[src/rtl/polar_encoder.sv]
// polar_encoder: serial-load polar encoder, one butterfly stage per cycle, registered codeword.
// Optional macro POLAR_ENC_BIT_REVERSE_EN emits the codeword in bit-reversed index order.
module polar_encoder #(
  parameter int unsigned              N_LOG2    = 3,
  parameter logic [(1<<N_LOG2)-1:0]   INFO_MASK = 8'hE8
) (
  input  logic                     clk,
  input  logic                     rst,
  input  logic                     in_valid,
  output logic                     in_ready,
  input  logic                     in_bit,
  output logic                     out_valid,
  input  logic                     out_ready,
  output logic [(1<<N_LOG2)-1:0]   codeword
);
  localparam int unsigned N  = 1 << N_LOG2;
  localparam int unsigned K  = $countones(INFO_MASK);
  localparam int unsigned CW = $clog2(N + 1);
  localparam int unsigned SW = $clog2(N_LOG2 + 1);

  typedef enum logic [1:0] {ST_LOAD, ST_ENCODE, ST_OUTPUT} state_t;

  state_t            state_q, state_d;
  logic [N-1:0]      u_q, u_d;
  logic [CW-1:0]     info_cnt_q, info_cnt_d;
  logic [SW-1:0]     stage_q, stage_d;
  logic [N-1:0]      cw_q, cw_d;
  logic [N-1:0]      u_load;
  logic [N-1:0]      u_stage;

  function automatic logic [N-1:0] out_map(input logic [N-1:0] x);
`ifdef POLAR_ENC_BIT_REVERSE_EN
    logic [N_LOG2-1:0] idx;
    logic [N_LOG2-1:0] rev;
    out_map = '0;
    for (int unsigned i = 0; i < N; i++) begin
      idx          = i[N_LOG2-1:0];
      rev          = {<<{idx}};
      out_map[idx] = x[rev];
    end
`else
    out_map = x;
`endif
  endfunction

  // The rank of each information position is fixed by INFO_MASK, so this reduces to compares.
  always_comb begin
    int unsigned rank;
    u_load = u_q;
    rank   = 0;
    for (int unsigned i = 0; i < N; i++) begin
      if (INFO_MASK[i[N_LOG2-1:0]]) begin
        if (32'(info_cnt_q) == rank) u_load[i[N_LOG2-1:0]] = in_bit;
        rank++;
      end
    end
  end

  always_comb begin
    logic [N_LOG2-1:0] idx;
    logic [N_LOG2-1:0] bit_s;
    u_stage = u_q;
    idx     = '0;
    bit_s   = N_LOG2'(1) << stage_q;
    for (int unsigned i = 0; i < N; i++) begin
      idx = i[N_LOG2-1:0];
      if ((idx & bit_s) == '0) u_stage[idx] = u_q[idx] ^ u_q[idx | bit_s];
    end
  end

  always_comb begin
    state_d    = state_q;
    u_d        = u_q;
    info_cnt_d = info_cnt_q;
    stage_d    = stage_q;
    cw_d       = cw_q;
    unique case (state_q)
      ST_LOAD: begin
        if (in_valid) begin
          u_d        = u_load;
          info_cnt_d = info_cnt_q + CW'(1);
          if (info_cnt_q == CW'(K - 1)) begin
            state_d = ST_ENCODE;
            stage_d = '0;
          end
        end
      end
      ST_ENCODE: begin
        u_d = u_stage;
        if (stage_q == SW'(N_LOG2 - 1)) begin
          state_d = ST_OUTPUT;
          cw_d    = out_map(u_stage);
        end else begin
          stage_d = stage_q + SW'(1);
        end
      end
      ST_OUTPUT: begin
        if (out_ready) begin
          state_d    = ST_LOAD;
          u_d        = '0;
          info_cnt_d = '0;
          stage_d    = '0;
        end
      end
      default: state_d = ST_LOAD;
    endcase
  end

  always_ff @(posedge clk or posedge rst) begin
    if (rst) begin
      state_q    <= ST_LOAD;
      u_q        <= '0;
      info_cnt_q <= '0;
      stage_q    <= '0;
      cw_q       <= '0;
    end else begin
      state_q    <= state_d;
      u_q        <= u_d;
      info_cnt_q <= info_cnt_d;
      stage_q    <= stage_d;
      cw_q       <= cw_d;
    end
  end

  assign in_ready  = (state_q == ST_LOAD) && !rst;
  assign out_valid = (state_q == ST_OUTPUT);
  assign codeword  = cw_q;

endmodule

[config.mk]
export PLATFORM = sky130hd
export DESIGN_NAME = polar_encoder
export DESIGN_NICKNAME = d
export VERILOG_FILES = /design/src/rtl/polar_encoder.sv
export SDC_FILE = /design/constraint.sdc
export NUM_CORES = 1
export LEC_CHECK = 0
export BUFFER_PORTS_ARGS = -buffer_cell sky130_fd_sc_hd__buf_2
export CORE_MARGIN = 3
export CORE_UTILIZATION = 63
export CTS_CLUSTER_DIAMETER = 100
export DETAILED_ROUTE_END_ITERATION = 10
export PLACE_DENSITY_LB_ADDON = 0.12
export SETUP_SLACK_MARGIN = 0.1
export SYNTH_ARGS = -nofsm -noshare
export SYNTH_HDL_FRONTEND = slang
export SYNTH_SLANG_ARGS = --single-unit
[constraint.sdc]
create_clock -name clk -period 3.1 [get_ports clk]
set_input_delay 0.465 -clock clk [delete_from_list [all_inputs] [get_ports clk]]
set_output_delay 0.465 -clock clk [all_outputs]
set_load 0.01 [all_outputs]
==> flow_summary.json <==
{
  "clock_sinks": 24,
  "final_cell_mix": "dfrtp_1, o21ai_0, nand2_1",
  "htreeDepth": 1,
  "die_height_um": 57.7,
  "r2r_cells": 6,
  "vias": 1386,
  "grt_pass1_wl_um": 6130,
  "crit_cells": 6,
  "synthCells": 183,
  "cts.path.max_buffers": 2,
  "ys_async_sr_fraction": 1.00,
  "crit_fanout": 6,
  "start_util": 0.674,
  "place.gp.congestion": 0.837,
  "cp_top_family": "multiplexers",
  "synth_edf_count": 0,
  "status": "finished, final reports clean",
  "worst_slew_pin_slew_ns": 0.929,
  "startpoint_type": "flop",
  "p_total_w": 0.00187,
  "synth_nets": 204,
  "dpl_worst_slack_ns": 0.896,
  "drv_cap": 0,
  "grt_pass1_vias": 1430,
  "dp_hpwl_um": 2640,
  "num_antenna_cells": 0,
  "clk_latency_ns": 0.33,
  "coreArea_um2": 2500,
  "postCtsHoldBufs": 0,
  "cts_tree": "done",
  "clk_pin_slew_ns": 0.15,
  "crit_arrival_ns": 2.46,
  "slew_headroom": 0.380,
  "slowest_stage": "mux4_2",
  "grt-ovfl-total": 0,
  "power_leakage_nw": 0.836,
  "fin_skew_ns": 0.0127,
  "path_cells": "inv_1, ha_1, mux4_2, nand2_1, mux2_2, a22o_1",
  "fin_hold_ws_ns": 0.321,
  "slowest_delay_ns": 0.53,
  "routed_wl_um": 3530,
  "hold_viol": 0,
  "avgRoutedWirePerCell_um": 15.8,
  "setup_ws_ns": 0.881,
  "drt-vias-per-instance": 6.19,
  "power_density_nw_per_um2": 1040,
  "ys_types": 43,
  "r2r_start": "stage_q[0]",
  "period_needed_ns": 2.22,
  "startpoint": "stage_q[0]",
  "final_layout_size_suffix_gt1_frac": 0.144,
  "drc": 0,
  "syn_avg_cell_area_um2": 9.21,
  "peakVddDrop_v": 0.000951,
  "area_delta_synth_final_pct": 6.46,
  "worstSetupEndpointType": "flop",
  "numCtsBuffers": 3,
  "synthesis.area_um2": 1690,
  "final_common_cell": "dfrtp_1",
  "crit_type": "flop to flop",
  "slew_violations": 0,
  "ys.warnings.count": 0,
  "path_buf_inv": 1,
  "ys_seq_area_frac": 0.356,
  "dieArea_um2": 3330,
  "die_w_um": 57.7,
  "finalCritPeriodShare": 0.716,
  "fin_nets": 216,
  "drt.antenna.violating_nets": 0,
  "hp-class": "input port to async pin",
  "ioPinCount": 15,
  "synth_seq_cells": 24,
  "cts_setup_buffers": 0,
  "core.rowCount": 18,
  "antenna_found_initial": 0,
  "ys.flop_type": "dfrtp_1",
  "cts.repair.resized": 0,
  "firstDrtPassIters": 4,
  "rsz0062_at_grt": "no",
  "setup_viol": 0,
  "track_usage": 0.236,
  "drt-initial-drc-count": 64,
  "setup_tns_ns": 0,
  "cts_root_buffer": "clkbuf_4",
  "grt_max_degree": 25,
  "clock.fmax_ghz": 0.451,
  "io_buffers": 14,
  "required_ns": 3.34
}
## flip-flops by register name, summed over array words and instances (netlist names)
register    count
stage_q         2
state_q         2
info_cnt_q      4
u_q             8
codeword        8
## kinds of logic after synthesis
group | Yosys count | synth area share
AND/OR/NAND/NOR | 57 | 0.183
AO/OA/AOI/OAI | 50 | 0.186
flip-flops | 24 | 0.356
buffers and inverters | 22 | 0.0542
adder cells (fa/ha/maj) | 16 | 0.119
multiplexers | 12 | 0.0913
XOR/XNOR | 2 | 0.0104
## metrics by stage
| stage | utilization | cells | area [um^2] |
|---|---|---|---|
| 3_5_place_dp | 0.703 | 220 | 1760 |
| 4_1_cts | 0.718 | 224 | 1790 |
| 6_report | 0.718 | 224 | 1790 |
| 3_3_place_gp | 0.703 | 220 | 1760 |
| 2_1_floorplan | - | 183 | 1690 |
| 5_1_grt | 0.718 | 224 | 1790 |
## synthesized netlist by cell type, types with 2 or more instances
master,count,share of area
o21ai_0,20,0.059
nand4_1,2,0.0074
clkbuf_1,5,0.011
ha_1,16,0.12
nor2b_1,6,0.022
nand2b_1,5,0.019
a22o_1,3,0.016
mux4_2,2,0.027
or3b_2,3,0.016
a31oi_1,5,0.019
a211oi_1,3,0.013
a21o_1,2,0.0089
mux2_2,3,0.020
and2_1,2,0.0074
o211ai_1,2,0.0089
nand3_1,3,0.0089
mux2i_1,6,0.036
nand2_1,19,0.042
nor2_1,8,0.018
o22ai_1,2,0.0074
nor3_1,2,0.0059
inv_1,15,0.033
dfrtp_1,24,0.36
a21oi_1,6,0.018
## worst reg2reg max path: stages (launching register included)
cell     delay, ns
dfrtp_1       0.46
inv_1         0.17
ha_1          0.35
mux4_2        0.53
nand2_1       0.11
mux2_2        0.34
a22o_1        0.18
## layout make-up
type / count / area (um^2)
Tap cell: 30 / 37.5
Multi-Input combinational cell: 137 / 993
Timing Repair Buffer: 14 / 70.1
Sequential cell: 24 / 601
Clock buffer: 4 / 36.3
Fill cell: 174 / 706
Inverter: 15 / 56.3
## final timing paths
kind                            endpoint  slack (ns)
max                               u_q[2]        0.88
max in group asynchronous    codeword[5]        2.20
min in group clk                  u_q[6]        0.48
min                        info_cnt_q[1]        0.32
min reg2reg                  codeword[5]        0.48
max reg2reg                       u_q[2]        0.88
## report_power, final
part	switching, W	leakage, nW	internal (W)
Combinational	0.000607	0.514	0.000485
Sequential	0.000147	0.301	0.000451
Clock	0.000105	0.0210	0.0000719
## metal layers
layer	vias up	GRT usage	wire, um
met5	-	0	0
met1	640	0.291	1500
li1	676	-	-
met3	6	0.0535	255
met4	0	0.116	35
met2	64	0.387	1740
(Power assumes the default switching activity.)
